$ cat src/rtl/popcount_pkg.sv
// Shared types and constants for the time-shared popcount controller.
// The optional threshold compare is enabled by defining POPCNT_THRESH_EN.
package popcount_pkg;

    typedef enum logic [1:0] {
        IDLE = 2'd0,
        RUN  = 2'd1,
        HOLD = 2'd2
    } state_t;

    localparam int SLICE_W = 7;

    // Bits needed to hold a count from 0 up to SLICE_W*slices inclusive.
    function automatic int calc_cw(input int slices);
        return $clog2(SLICE_W * slices + 1);
    endfunction

endpackage

$ cat src/rtl/popcount_sched_ones7.sv
// 7-input ones counter built from four full-adder cells (3:2 compressors).
// Two leaf adders reduce six inputs; a third folds in a[6]; the fourth sums the carries.
module ones7 (
    input  logic [6:0] a,
    output logic [2:0] y
);

    logic [1:0] leaf_sum;
    logic [1:0] leaf_carry;
    logic       mid_sum;
    logic       mid_carry;

    genvar gi;
    generate
        for (gi = 0; gi < 2; gi++) begin : g_leaf_fa
            assign leaf_sum[gi]   = a[3*gi] ^ a[3*gi+1] ^ a[3*gi+2];
            assign leaf_carry[gi] = (a[3*gi] & a[3*gi+1]) |
                                    (a[3*gi] & a[3*gi+2]) |
                                    (a[3*gi+1] & a[3*gi+2]);
        end
    endgenerate

    assign mid_sum   = leaf_sum[0] ^ leaf_sum[1] ^ a[6];
    assign mid_carry = (leaf_sum[0] & leaf_sum[1]) |
                       (leaf_sum[0] & a[6]) |
                       (leaf_sum[1] & a[6]);

    // All three carries have weight 2; compress them into the weight-2 and weight-4 bits.
    assign y[0] = mid_sum;
    assign y[1] = leaf_carry[0] ^ leaf_carry[1] ^ mid_carry;
    assign y[2] = (leaf_carry[0] & leaf_carry[1]) |
                  (leaf_carry[0] & mid_carry) |
                  (leaf_carry[1] & mid_carry);

endmodule

$ cat src/rtl/popcount_sched.sv
// Population count of a SLICES*7-bit word using one shared ones7 cell, one slice per cycle.
// Define POPCNT_THRESH_EN to add the thresh input and the registered above flag.
module popcount_sched
    import popcount_pkg::*;
#(
    parameter int SLICES = 4,
    parameter int CW     = calc_cw(SLICES)
) (
    input  logic                      clk,
    input  logic                      rst,
    input  logic                      in_valid,
    output logic                      in_ready,
    input  logic [SLICE_W*SLICES-1:0] din,
    output logic                      out_valid,
    input  logic                      out_ready,
    output logic [CW-1:0]             count,
    output logic                      busy
`ifdef POPCNT_THRESH_EN
    ,
    input  logic [CW-1:0]             thresh,
    output logic                      above
`endif
);

    localparam int WW = SLICE_W * SLICES;
    localparam int IW = (SLICES > 1) ? $clog2(SLICES) : 1;

    state_t              state_reg;
    state_t              state_next;
    logic [WW-1:0]       word_reg;
    logic [IW-1:0]       idx_reg;
    logic [CW-1:0]       acc_reg;
    logic [CW-1:0]       count_reg;
    logic                in_ready_reg;
    logic                out_valid_reg;
    logic                busy_reg;

    logic [SLICE_W-1:0]  slice_arr [SLICES];
    logic [SLICE_W-1:0]  cur_slice;
    logic [2:0]          partial;
    logic [CW-1:0]       acc_sum;
    logic                last_slice;

    genvar gi;
    generate
        for (gi = 0; gi < SLICES; gi++) begin : g_slice
            assign slice_arr[gi] = word_reg[gi*SLICE_W +: SLICE_W];
        end
    endgenerate

    assign cur_slice  = slice_arr[idx_reg];
    assign acc_sum    = acc_reg + CW'(partial);
    assign last_slice = (idx_reg == IW'(SLICES - 1));

    ones7 u_ones7 (
        .a (cur_slice),
        .y (partial)
    );

    always_comb begin
        state_next = state_reg;
        case (state_reg)
            IDLE:    if (in_valid)   state_next = RUN;
            RUN:     if (last_slice) state_next = HOLD;
            HOLD:    if (out_ready)  state_next = IDLE;
            default: state_next = IDLE;
        endcase
    end

`ifdef POPCNT_THRESH_EN
    logic [CW-1:0] thresh_reg;
    logic          above_reg;
`endif

    always_ff @(posedge clk) begin
        if (rst) begin
            state_reg     <= IDLE;
            word_reg      <= '0;
            idx_reg       <= '0;
            acc_reg       <= '0;
            count_reg     <= '0;
            in_ready_reg  <= 1'b1;
            out_valid_reg <= 1'b0;
            busy_reg      <= 1'b0;
`ifdef POPCNT_THRESH_EN
            thresh_reg    <= '0;
            above_reg     <= 1'b0;
`endif
        end else begin
            state_reg     <= state_next;
            // Status flags follow the next state so every output is a flop.
            in_ready_reg  <= (state_next == IDLE);
            busy_reg      <= (state_next == RUN);
            out_valid_reg <= (state_next == HOLD);
            case (state_reg)
                IDLE: begin
                    if (in_valid) begin
                        word_reg   <= din;
                        acc_reg    <= '0;
                        idx_reg    <= '0;
`ifdef POPCNT_THRESH_EN
                        thresh_reg <= thresh;
`endif
                    end
                end
                RUN: begin
                    acc_reg <= acc_sum;
                    if (last_slice) begin
                        count_reg <= acc_sum;
`ifdef POPCNT_THRESH_EN
                        above_reg <= (acc_sum >= thresh_reg);
`endif
                    end else begin
                        idx_reg <= idx_reg + IW'(1);
                    end
                end
                default: ;
            endcase
        end
    end

    assign in_ready  = in_ready_reg;
    assign out_valid = out_valid_reg;
    assign busy      = busy_reg;
    assign count     = count_reg;
`ifdef POPCNT_THRESH_EN
    assign above     = above_reg;
`endif

endmodule

$ cat config.mk
export PLATFORM = sky130hd
export DESIGN_NAME = popcount_sched
export DESIGN_NICKNAME = d
export VERILOG_FILES = /design/src/rtl/popcount_pkg.sv /design/src/rtl/popcount_sched_ones7.sv /design/src/rtl/popcount_sched.sv
export SDC_FILE = /design/constraint.sdc
export NUM_CORES = 1
export LEC_CHECK = 0
export BUFFER_PORTS_ARGS = -buffer_cell sky130_fd_sc_hd__buf_2
export CAP_MARGIN = 20
export CORE_MARGIN = 2
export CORE_UTILIZATION = 40
export DETAILED_ROUTE_END_ITERATION = 12
export GPL_ROUTABILITY_DRIVEN = 0
export PLACE_DENSITY = 0.64
export SLEW_MARGIN = 25
export SYNTH_ARGS = -nofsm -noshare
export SYNTH_HDL_FRONTEND = slang
export SYNTH_SLANG_ARGS = --single-unit
$ cat constraint.sdc
create_clock -name clk -period 5.65 [get_ports clk]
set_input_delay 1.13 -clock clk [delete_from_list [all_inputs] [get_ports clk]]
set_output_delay 1.13 -clock clk [all_outputs]
set_load 0.02 [all_outputs]
Word-level counts from Yosys, hierarchy flattened
Cells that the tools add are included.
{"block": "word_totals", "register_bits": 45, "input_bits": 32, "output_inout_bits": 8}
{"block": "op_classes", "n_lt_le_gt_ge": 1, "n_reduce_logical": 7, "n_addsub": 2, "n_bitwise": 29, "n_eq_ne": 7, "n_mux": 12}
{"op": "$bmux W7 S2", "n": 1}
{"op": "$mux W7", "n": 2}
{"op": "$and A1 B1 Y1", "n": 12}
{"op": "$mux W2", "n": 5}
{"op": "$pmux W5 S2", "n": 1}
{"op": "$or A1 B1 Y1", "n": 8}
{"op": "$xor A1 B1 Y1", "n": 8}
{"op": "$eq A2 B2 Y1 const B", "n": 3}
{"op": "$pmux W2 S3", "n": 1}
{"op": "$reduce_and A2 Y1", "n": 3}
{"op": "$add A5 B3 Y5", "n": 1}
{"op": "$mux W5", "n": 1}
{"op": "$eq A2 B1 Y1 const B", "n": 2}
{"op": "$logic_not A2 Y1", "n": 2}
{"op": "$ne A2 B2 Y1 const B", "n": 2}
{"op": "$pmux W2 S2", "n": 1}
{"op": "$ge A3 B3 Y1 const B", "n": 1}
{"op": "$not A2 Y3", "n": 1}
{"op": "$reduce_and A3 Y1", "n": 1}
{"op": "$add A2 B1 Y2 const B", "n": 1}
{"op": "$reduce_bool A2 Y1", "n": 1}

Longest topological paths before layout
Gate-level depths: netlist of the first run.
{"block": "logic_depth", "ltp_word": 14, "depth_mapped": 11, "mapped_depth_nobuf": 10}

Hierarchy
Synthesis of the first run repeated with hierarchy kept, for this count alone.
{"block": "unflattened", "cells_unflattened": 228, "hier_area_um2": 2057.0}
{"mod": "popcount_sched", "instances": 1, "seq_area_each_um2": 900.9, "cells_each": 215, "area_each_um2": 1939.4}
{"mod": "ones7", "instances": 1, "seq_area_each_um2": 0.0, "cells_each": 13, "area_each_um2": 117.6}

Worst setup path before layout of the first run
OpenSTA, ideal clock, no wires.
{"block": "synth_timing", "path_type": "register to register", "start": "reg idx_reg[1]", "end": "reg count_reg[4], in the netlist count[4]", "stages_incl_launch_ff": 12, "period_less_slack_ns": 3.584, "path_slack_ns": 2.066, "arrival_time_ns": 3.449, "path_cell_list": "dfxtp_1 > buf_2 > mux4_2 > fa_1 > inv_1 > fa_1 > fa_1 > inv_1 > fa_1 > a21o_1 > a32oi_1 > a211oi_1"}
{"block": "synth_between", "elab_chain_cells": 13, "elab_cells_between_ends": 35}
{"element": "start: declaration", "line": "popcount_sched.sv:31", "rtl": "logic [IW-1:0] idx_reg;"}
{"element": "start signal: assignment", "line": "popcount_sched.sv:114", "rtl": "idx_reg <= idx_reg + IW'(1);"}
{"element": "$not A2 Y3 (implied by the code)", "line": "popcount_sched.sv:51", "rtl": "assign cur_slice = slice_arr[idx_reg];"}
{"element": "$bmux W7 S2", "line": "popcount_sched.sv:51"}
{"element": "$mux W7 (implied by the code) (2 in series)", "line": "popcount_sched.sv:51"}
{"element": "$xor A1 B1 Y1 (2 in series)", "line": "popcount_sched_ones7.sv:16", "rtl": "assign leaf_sum[gi] = a[3*gi] ^ a[3*gi+1] ^ a[3*gi+2];"}
{"element": "$and A1 B1 Y1 (on tied branches)", "line": "popcount_sched_ones7.sv:24, popcount_sched_ones7.sv:25"}
{"element": "$or A1 B1 Y1", "line": "popcount_sched_ones7.sv:24", "rtl": "assign mid_carry = (leaf_sum[0] & leaf_sum[1]) |"}
{"element": "$or A1 B1 Y1", "line": "popcount_sched_ones7.sv:25", "rtl": "(leaf_sum[0] & a[6]) |"}
{"element": "$and A1 B1 Y1", "line": "popcount_sched_ones7.sv:32", "rtl": "(leaf_carry[0] & mid_carry) |"}
{"element": "$or A1 B1 Y1", "line": "popcount_sched_ones7.sv:31", "rtl": "assign y[2] = (leaf_carry[0] & leaf_carry[1]) |"}
{"element": "$or A1 B1 Y1", "line": "popcount_sched_ones7.sv:32"}
{"element": "$add A5 B3 Y5", "line": "popcount_sched.sv:52", "rtl": "assign acc_sum = acc_reg + CW'(partial);"}
{"element": "end signal: assignment", "line": "popcount_sched.sv:109", "rtl": "count_reg <= acc_sum;"}
{"element": "end: declaration", "line": "popcount_sched.sv:33", "rtl": "logic [CW-1:0] count_reg;"}
Several ways; a longest one is shown, not always the timed one. The select of a mux whose other input is x is not followed.
A chain may end at the register's enable or synchronous reset.

Worst setup path after layout of the first run
Ends and elaborated chain as after synthesis.

==> results of run 1 <==
cells in the final DEF, fill, tap and decap left out, types with 2 or more instances in the layout:
cell / instances
ha_1: 4
clkbuf_8: 5
fa_1: 5
dfxtp_1: 45
buf_2: 39
nand4_1: 2
a21oi_1: 38
o211ai_1: 2
nand2_1: 65
inv_1: 9
mux4_2: 7
nor2b_1: 2
nand3_1: 6
nor2_1: 6
clkinvlp_4: 2
kinds of logic (layout without fill, tap and decap cells):
family                   count (synthesis)  count (layout)  synth area share
buffers and inverters                   24              58            0.0651
AND/OR/NAND/NOR                         91              91             0.201
adder cells (fa/ha/maj)                  9               9            0.0730
XOR/XNOR                                 1               1           0.00426
AO/OA/AOI/OAI                           50              50             0.142
flip-flops                              45              45             0.438
multiplexers                             7               7            0.0766
routing by layer:
metal / vias to the layer above / track usage / part of all wire / routed length [um]
met5: - / 0 / 0 / 0
met3: 5 / 0.0542 / 0.057 / 226
li1: 839 / - / - / -
met1: 769 / 0.197 / 0.47 / 1870
met2: 43 / 0.255 / 0.46 / 1820
met4: 0 / 0.0643 / 0.016 / 65
stage by stage:
| step | hold WS, ps | util | setup slack (ps) |
|---|---|---|---|
| 2_1_floorplan | 433 | - | 2070 |
| 3_3_place_gp | 444 | 0.446 | 1880 |
| 3_5_place_dp | 445 | 0.446 | 1760 |
| 4_1_cts | 457 | 0.463 | 1730 |
| 5_1_grt | 477 | 0.465 | 1570 |
| 6_report | 454 | 0.465 | 1770 |
where the power goes:
part	switching (W)	internal, W	total, W	leakage, nW
registers	0.0000125	0.000334	0.000347	0.368
logic	0.0000556	0.0000437	0.0000994	0.549
clock network	0.000111	0.0000871	0.000199	0.0374
final cells by class:
class | count | area [um^2] | share of cell area
multi-input combinational | 158 | 1020 | 0.436
inverter | 9 | 33.8 | 0.0144
tap | 70 | 87.6 | 0.0373
clock buffer | 6 | 72.6 | 0.0309
clock inverter | 2 | 15.0 | 0.00640
timing repair buffer | 41 | 214 | 0.0912
sequential | 45 | 901 | 0.384
worst max-delay path, delay by kind of cell, from the launching register on:
kind	cells	cell delay (ps)
compound gates	3	520
fa+ha+maj	4	1900
buf+inv	2	120
flops	1	600
mux	1	590
worst max-delay path by stage:
| stage | slack [ps] | to | startpoint |
|---|---|---|---|
| 2_1_floorplan | 2070 | count[4]$_SDFFE_PP0P_ | idx_reg[1]$_SDFFE_PP0P_ |
| 3_3_place_gp | 1880 | count[4]$_SDFFE_PP0P_ | idx_reg[0]$_SDFFE_PP0P_ |
| 3_5_place_dp | 1760 | count[4]$_SDFFE_PP0P_ | idx_reg[0]$_SDFFE_PP0P_ |
| 4_1_cts | 1730 | count[3]$_SDFFE_PP0P_ | idx_reg[0]$_SDFFE_PP0P_ |
| 5_1_grt | 1570 | count[4]$_SDFFE_PP0P_ | idx_reg[1]$_SDFFE_PP0P_ |
| 6_report | 1770 | count[4]$_SDFFE_PP0P_ | idx_reg[1]$_SDFFE_PP0P_ |
==> results.py, run 1 <==
metrics = {
    "cts": {
        "ctsResizeCount": 0,
        "clock-sinks": 45,
        "cts_made_buffers": 5,
        "cts_hold_repair.buffers": 0,
        "cts_buffer_depth": 2,
        "post-cts-setup-buffer-count": 0,
        "cts_max_level": 2,
        "clk_pin_slew_ps": 80,
        "clk_latency_ps": 300,
        "cts_tree": "yes",
        "root_buffer": "clkbuf_8",
    },
    "yosys": {
        "yosys.area.top_type": "dfxtp_1",
        "ys_top_cells_by_area": "dfxtp_1 (44%), nand2_1 (12%), a21oi_1 (9.2%), mux4_2 (7.7%), fa_1 (4.9%)",
        "synth_cell_types": 37,
        "syn_area_per_cell_um2": 9.06,
        "async_reset_ff_frac": 0,
        "syn_nets": 268,
        "syn_inst": 227,
        "synth_edf_count": 0,
        "synth.cell_area_um2": 2060,
        "synth_seq_cells": 45,
        "synth_most_common_cell": "nand2_1",
        "synth_commonest_cells": "nand2_1 (65), dfxtp_1 (45), a21oi_1 (38), inv_1 (9), mux4_2 (7)",
        "yosys.area.top_type_share": 0.438,
        "seq_area_frac_synth": 0.438,
        "yosys_warnings": 0,
        "ys.flop_type": "dfxtp_1",
    },
    "global_route": {
        "gr-total-overflow": 0,
        "antenna_found_initial": 0,
        "grt_max_degree": 48,
        "grt_pass1_vias": 1510,
        "grt_pass1_wl_um": 6820,
        "grt_usage": 0.159,
    },
    "finish": {
        "area_delta_synth_final_pct": 14.1,
        "final_layout_size_suffix_gt1_frac": 0.226,
        "fin_nets": 301,
        "instances_no_fill": 331,
        "fill_cells": 512,
        "stdcell_area_um2": 2350,
        "largest_reg_flops": 28,
        "diodes": 0,
    },
    "timing": {
        "fin_setup_tns_ps": 0,
        "drv_slew": 0,
        "finClkSkew_ps": 1.87,
        "period_minus_slack_ps": 3880,
        "rsz0062_at_grt": "false",
        "setup_viol": 0,
        "hold_viol_final": 0,
        "post-route-period-util": 0.687,
        "worst_pin_slew_ps": 838,
        "clock.fmax_ghz": 0.258,
        "maxSlewHeadroom": 0.441,
    },
    "run": {
        "cap_violations": 0,
    },
    "routing": {
        "vias": 1656,
        "remaining_drc_errors": 0,
        "dr.first_iter.drc_count": 38,
        "wl_per_cell_um": 12.1,
        "detail_route.first_pass.iterations": 4,
        "viasPerCell": 5.00,
        "antenna_left": 0,
        "routed_wl_um": 3990,
    },
    "floorplanning": {
        "dieWidth_um": 75.7,
        "die_h_um": 75.7,
        "core-area_um2": 5040,
        "io_pins": 40,
        "rows": 26,
        "start_util": 0.408,
        "fp.dieArea_um2": 5730,
    },
    "worst_setup_path": {
        "reg2reg_slack_ps": 1770,
        "path_class": "reg2reg",
        "cpMostUsedCell": "fa_1",
        "cp_max_fo": 9,
        "crit_chain": "mux4_2, fa_1, inv_1, fa_1, fa_1, inv_1, fa_1, a21o_1, a32oi_1, a211oi_1",
        "timing.rr.start": "idx_reg[1]$_SDFFE_PP0P_",
        "cp_slowest_cell": "dfxtp_1",
        "critPathMaxStageDelay_ps": 600,
        "rr_worst_depth": 10,
        "rr_endpoint": "count[4]$_SDFFE_PP0P_",
        "crit_arrival_ps": 4040,
        "end_kind": "register",
        "crit_required_ps": 5810,
        "startpoint_type": "register",
    },
    "power_and_ir_drop": {
        "power.density_nw_per_um2": 275,
        "ir_drop_v": 0.000118,
        "power.total_w": 0.000645,
        "p_leak_nw": 0.954,
    },
    "min_path": {
        "hold_end": "word_reg[15]$_SDFFE_PP0P_",
        "hold_class": "reg2reg",
        "min_path_cells": 2,
        "hp-start": "word_reg[15]$_SDFFE_PP0P_",
    },
    "placement": {
        "port_buffers": 39,
        "dpl-instance-area_um2": 2250,
        "hpwl_um": 2740,
        "placed_cells": 322,
    },
    "outcome": {
        "status": "finished clean",
    },
}
Note: power is estimated with default switching activity, not from simulation.
==> run 2, diff against run 1 <==
--- a/config.mk
+++ b/config.mk
@@ -11,7 +11,7 @@
 export CORE_UTILIZATION = 40
 export DETAILED_ROUTE_END_ITERATION = 12
 export GPL_ROUTABILITY_DRIVEN = 0
-export PLACE_DENSITY = 0.64
+export PLACE_DENSITY = 0.66
 export SLEW_MARGIN = 25
 export SYNTH_ARGS = -nofsm -noshare
 export SYNTH_HDL_FRONTEND = slang
==> constraint.sdc (replaced) <==
create_clock -name clk -period 3.3 [get_ports clk]
set_input_delay 0.66 -clock clk [delete_from_list [all_inputs] [get_ports clk]]
set_output_delay 0.66 -clock clk [all_outputs]
set_load 0.02 [all_outputs]
==> run 2 against run 1 <==
Net effect:
- the run now ends with setup timing left
- via count decreased by 0.85%
- wire length increased by 1.2%
- total power increased by 87%
- worst setup slack got worse by 1900 ps
- first-iteration DRC count increased by 110%
- worst hold slack improved by 2.3 ps
- combinational power increased by 100%
- sequential cell count unchanged
- critical endpoint unchanged
- highest routed layer unchanged
==> results.py, run 2 (synthesized netlist as in run 1, its figures left out) <==
metrics = {
    "outcome": {
        "status": "finished, violations left",
        "failed_checks": "setup timing",
    },
    "min_path": {
        "hp-start": "word_reg[26]$_SDFFE_PP0P_",
        "hold_class": "reg2reg",
    },
    "worst_setup_path": {
        "crit_required_ps": 3460,
        "cp_max_fo": 5,
        "crit_arrival_ps": 3550,
        "crit_chain": "mux4_2, fa_1, inv_2, fa_2, fa_1, inv_2, fa_2, a21o_1, a32oi_2, a211oi_1",
        "critPathMaxStageDelay_ps": 560,
        "timing.rr.start": "idx_reg[0]$_SDFFE_PP0P_",
        "startpoint_type": "register",
        "path_class": "reg2reg",
        "end_kind": "register",
        "cp_slowest_cell": "fa_1",
        "crit_path_start": "idx_reg[0]$_SDFFE_PP0P_",
    },
    "cts": {
        "post-cts-setup-buffer-count": 0,
        "root_buffer": "clkbuf_8",
        "cts_max_level": 2,
        "clk_pin_slew_ps": 90,
        "cts_tree": "yes",
        "cts_made_buffers": 5,
        "clock-sinks": 45,
        "cts_buffer_depth": 2,
        "clk_latency_ps": 290,
    },
    "timing": {
        "period_minus_slack_ps": 3380,
        "finClkSkew_ps": 10.1,
        "fin_setup_tns_ps": -262,
        "rsz0062_at_grt": "true",
        "maxSlewHeadroom": 0.574,
        "timing.final.ws_setup_ps": -81.9,
        "whs_ps": 457,
        "setup_viol": 5,
        "drv_slew": 0,
        "worst_pin_slew_ps": 639,
        "hold_viol_final": 0,
        "post-route-period-util": 1.02,
        "clock.fmax_ghz": 0.296,
    },
    "routing": {
        "vias": 1642,
        "detail_route.first_pass.iterations": 4,
        "dr.first_iter.drc_count": 81,
        "remaining_drc_errors": 0,
        "wl_met3_um": 144,
        "routed_wl_um": 4040,
        "viasPerCell": 4.89,
        "antenna_left": 0,
        "wl_per_cell_um": 12.0,
        "topRoutingLayerUsed": "met4",
        "wl_met2_um": 2020,
        "wl_met1_um": 1840,
    },
    "floorplanning": {
        "core-area_um2": 5040,
        "io_pins": 40,
        "fp.dieArea_um2": 5730,
        "die_h_um": 75.7,
        "dieWidth_um": 75.7,
        "start_util": 0.408,
        "rows": 26,
    },
    "finish": {
        "largest_reg_flops": 28,
        "final_common_cell": "nand2_1",
        "stdcell_area_um2": 2480,
        "instances_no_fill": 336,
        "final_layout_size_suffix_gt1_frac": 0.286,
        "area_delta_synth_final_pct": 20.7,
        "diodes": 0,
        "fin_util": 0.493,
        "final_cell_mix": "nand2_1 (65), dfxtp_1 (43), buf_2 (39)",
        "fin_nets": 306,
    },
    "power_and_ir_drop": {
        "ir_drop_v": 0.000324,
        "p_leak_nw": 0.993,
        "power.density_nw_per_um2": 485,
    },
    "global_route": {
        "antenna_found_initial": 0,
        "grt_pass1_wl_um": 6870,
        "grt_max_degree": 29,
        "grt_pass1_vias": 1499,
        "grt_usage": 0.156,
        "gr-total-overflow": 0,
    },
    "placement": {
        "port_buffers": 39,
        "hpwl_um": 2930,
        "placed_cells": 327,
        "dpl-instance-area_um2": 2300,
    },
    "run": {
        "cap_violations": 0,
    },
}
==> run 2: final cells by class <==
type | instances | area [um^2]
Fill cell | 498 | 2560
Multi-Input combinational cell | 158 | 1090
Sequential cell | 45 | 906
Timing Repair Buffer | 46 | 251
Tap cell | 70 | 87.6
Clock buffer | 6 | 72.6
Clock inverter | 2 | 38.8
Inverter | 9 | 33.8
==> run 2: repair_timing <==
| item | CTS | global route |
|---|---|---|
| endpoints found under the hold margin | 0 | 0 |
| pin swaps | 2 | 6 |
| setup endpoints to repair | 6 | 8 |
| hold buffers | 0 | 0 |
| resized for setup | 6 | 4 |
==> run 2: where the power goes <==
group	switching (W)	total (W)	leakage [nW]	internal, W
combinational	0.000110	0.000200	0.568	0.0000898
clock	0.000184	0.000412	0.0554	0.000227
sequential	0.0000194	0.000592	0.370	0.000573
total	0.000314	0.00120	0.993	0.000890
==> run 2: metrics by stage <==
| step | total power [W] | setup slack [ps] |
|---|---|---|
| 2_1_floorplan | 0.000741 | -26.4 |
| 3_3_place_gp | 0.000782 | -40.0 |
| 3_5_place_dp | 0.000789 | -96.4 |
| 4_1_cts | 0.00120 | -89.1 |
| 5_1_grt | 0.00127 | -192 |
| 6_report | 0.00120 | -81.9 |
==> run 2: path summary, 6_finish.rpt <==
| check | cells past startpoint | to | slack [ps] |
|---|---|---|---|
| setup / recovery | 10 | count[4]$_SDFFE_PP0P_ | -80 |
| hold / removal | 2 | word_reg[26]$_SDFFE_PP0P_ | 460 |
| setup reg to reg | 10 | count[4]$_SDFFE_PP0P_ | -80 |
| hold reg to reg | 2 | word_reg[26]$_SDFFE_PP0P_ | 460 |
==> run 2: worst max-delay path: cells and delay by family, from the launching register on <==
family	cells	cell delay (ps)
DFF	1	390
muxes	1	530
buffers and inverters	2	100
AOI/OAI and AO/OA	3	440
adders and majority gates	4	1780
==> run 2: routing by layer <==
layer,vias to the layer above,GRT usage
met5,-,0
met4,0,0.0292
met3,4,0.0410
met2,28,0.259
met1,765,0.207
li1,845,-
==> run 3, diff against run 2 <==
--- a/config.mk
+++ b/config.mk
@@ -12,6 +12,7 @@
 export DETAILED_ROUTE_END_ITERATION = 12
 export GPL_ROUTABILITY_DRIVEN = 0
 export PLACE_DENSITY = 0.66
+export REMOVE_ABC_BUFFERS = 1
 export SLEW_MARGIN = 25
 export SYNTH_ARGS = -nofsm -noshare
 export SYNTH_HDL_FRONTEND = slang
==> run 3 against run 2 <==
Net effect:
- the run still ends with setup timing left
- sequential cell count unchanged
- critical path type unchanged
- highest routed layer unchanged
- clock power shrank 21%
- via count up 0.61%
- cell area down 1.6%
- critical path depth unchanged
- register-to-register slack got worse by 30 ps
==> results.py, run 3 (synthesized netlist as in run 1, its figures left out) <==
metrics = {
    "cts": {
        "cts_tree": "yes",
        "clk_latency_ps": 300,
        "clk_pin_slew_ps": 80,
        "root_buffer": "clkbuf_8",
        "cts_buffer_depth": 2,
        "cts_made_buffers": 5,
        "post-cts-setup-buffer-count": 0,
        "clock-sinks": 45,
        "cts_max_level": 2,
    },
    "worst_setup_path": {
        "startpoint_type": "register",
        "path_class": "reg2reg",
        "crit_required_ps": 3470,
        "cp_max_fo": 4,
        "reg2reg_slack_ps": -110,
        "crit_arrival_ps": 3580,
        "end_kind": "register",
    },
    "finish": {
        "fin_nets": 307,
        "diodes": 0,
        "final_layout_size_suffix_gt1_frac": 0.300,
        "fill_cells": 478,
        "largest_reg_flops": 28,
        "final_common_cell": "nand2_1",
        "instances_no_fill": 337,
        "area_delta_synth_final_pct": 18.8,
        "final_cell_mix": "nand2_1 (64), dfxtp_1 (43), buf_2 (39)",
    },
    "timing": {
        "drv_slew": 0,
        "whs_ps": 453,
        "timing.final.ws_setup_ps": -110,
        "maxSlewHeadroom": 0.441,
        "setup_viol": 6,
        "post-route-period-util": 1.03,
        "worst_pin_slew_ps": 838,
        "hold_viol_final": 0,
        "finClkSkew_ps": 7.42,
        "period_minus_slack_ps": 3410,
        "clock.fmax_ghz": 0.293,
        "rsz0062_at_grt": "true",
        "fin_setup_tns_ps": -374,
    },
    "routing": {
        "remaining_drc_errors": 0,
        "dr.first_iter.drc_count": 92,
        "vias": 1652,
        "antenna_left": 0,
        "viasPerCell": 4.90,
        "wl_per_cell_um": 12.7,
        "routed_wl_um": 4290,
        "detail_route.first_pass.iterations": 4,
    },
    "global_route": {
        "grt_use_met1": 0.209,
        "grt_util_met2": 0.280,
        "grt_usage": 0.168,
        "gr-total-overflow": 0,
        "grt_pass1_wl_um": 7180,
        "grt_pass1_vias": 1595,
        "grt_max_degree": 29,
        "grt-busiest-layer": "met2",
        "met3_usage": 0.0397,
        "antenna_found_initial": 0,
    },
    "floorplanning": {
        "io_pins": 40,
        "die_h_um": 75.7,
        "dieWidth_um": 75.7,
        "rows": 26,
        "fp.dieArea_um2": 5730,
        "core-area_um2": 5040,
        "start_util": 0.408,
    },
    "run": {
        "cap_violations": 0,
    },
    "power_and_ir_drop": {
        "p_leak_nw": 0.991,
        "power.density_nw_per_um2": 458,
        "power.total_w": 0.00112,
        "ir_drop_v": 0.000240,
    },
    "placement": {
        "hpwl_um": 2970,
        "placed_cells": 329,
        "port_buffers": 39,
        "dp_slack_ps": -350,
    },
    "outcome": {
        "status": "finished, violations left",
        "failed_checks": "setup timing",
    },
    "min_path": {
        "hold_class": "reg2reg",
    },
}
run 3: cell count changes in the layout (fill, tap and decap cells not counted), sizes merged:
cell / previous run / this run
bufinv: 1 / 0
buf: 46 / 47
clkinv: 1 / 2
run 3: area by class of cell:
class                           count  area (um^2)  share of cell area
Sequential cell                    45          908               0.372
Clock inverter                      2         10.0             0.00410
Timing Repair Buffer               47          255               0.104
Multi-Input combinational cell    158         1080               0.440
Inverter                            9         33.8              0.0138
Clock buffer                        6         72.6              0.0297
Tap cell                           70         87.6              0.0358
run 3: power by group:
part | leakage [nW] | total (W) | switching [W] | internal [W]
registers | 0.370 | 0.000592 | 0.0000195 | 0.000572
logic | 0.577 | 0.000201 | 0.000113 | 0.0000882
clock network | 0.0450 | 0.000326 | 0.000179 | 0.000147
total | 0.991 | 0.00112 | 0.000311 | 0.000807
run 3: path summary, 6_finish.rpt:
kind | from | end | cells past startpoint
max reg2reg | idx_reg[1]$_SDFFE_PP0P_ | count[4]$_SDFFE_PP0P_ | 10
min | count[0]$_SDFFE_PP0P_ | count[0]$_SDFFE_PP0P_ | 2
min reg2reg | count[0]$_SDFFE_PP0P_ | count[0]$_SDFFE_PP0P_ | 2
max | idx_reg[1]$_SDFFE_PP0P_ | count[4]$_SDFFE_PP0P_ | 10
run 3: routing by layer:
layer	part of all wire	wire length, um
met5	0	0
met4	0.017	71
met3	0.026	112
met2	0.49	2110
met1	0.46	2000
run 3: critical path, stage by stage, from the launching register on:
cell and delay (ps):
dfxtp_4 380, mux4_2 520, fa_1 570, inv_2 50
fa_2 390, fa_1 500, inv_2 50, fa_2 360
a21o_1 180, a32oi_2 200, a211oi_2 100
run 3: what timing repair did:
| action | in CTS | in global routing |
|---|---|---|
| hold buffers | 0 | 0 |
| gates resized for setup | 10 | 7 |
| endpoints found under the setup margin | 8 | 8 |
| pin swaps | 5 | 0 |
run 3: stage by stage:
step / area [um^2] / utilization
floorplan: 1960 / -
global placement: 2300 / 0.456
detailed placement: 2300 / 0.456
CTS: 2410 / 0.478
global route: 2440 / 0.485
finish: 2440 / 0.485
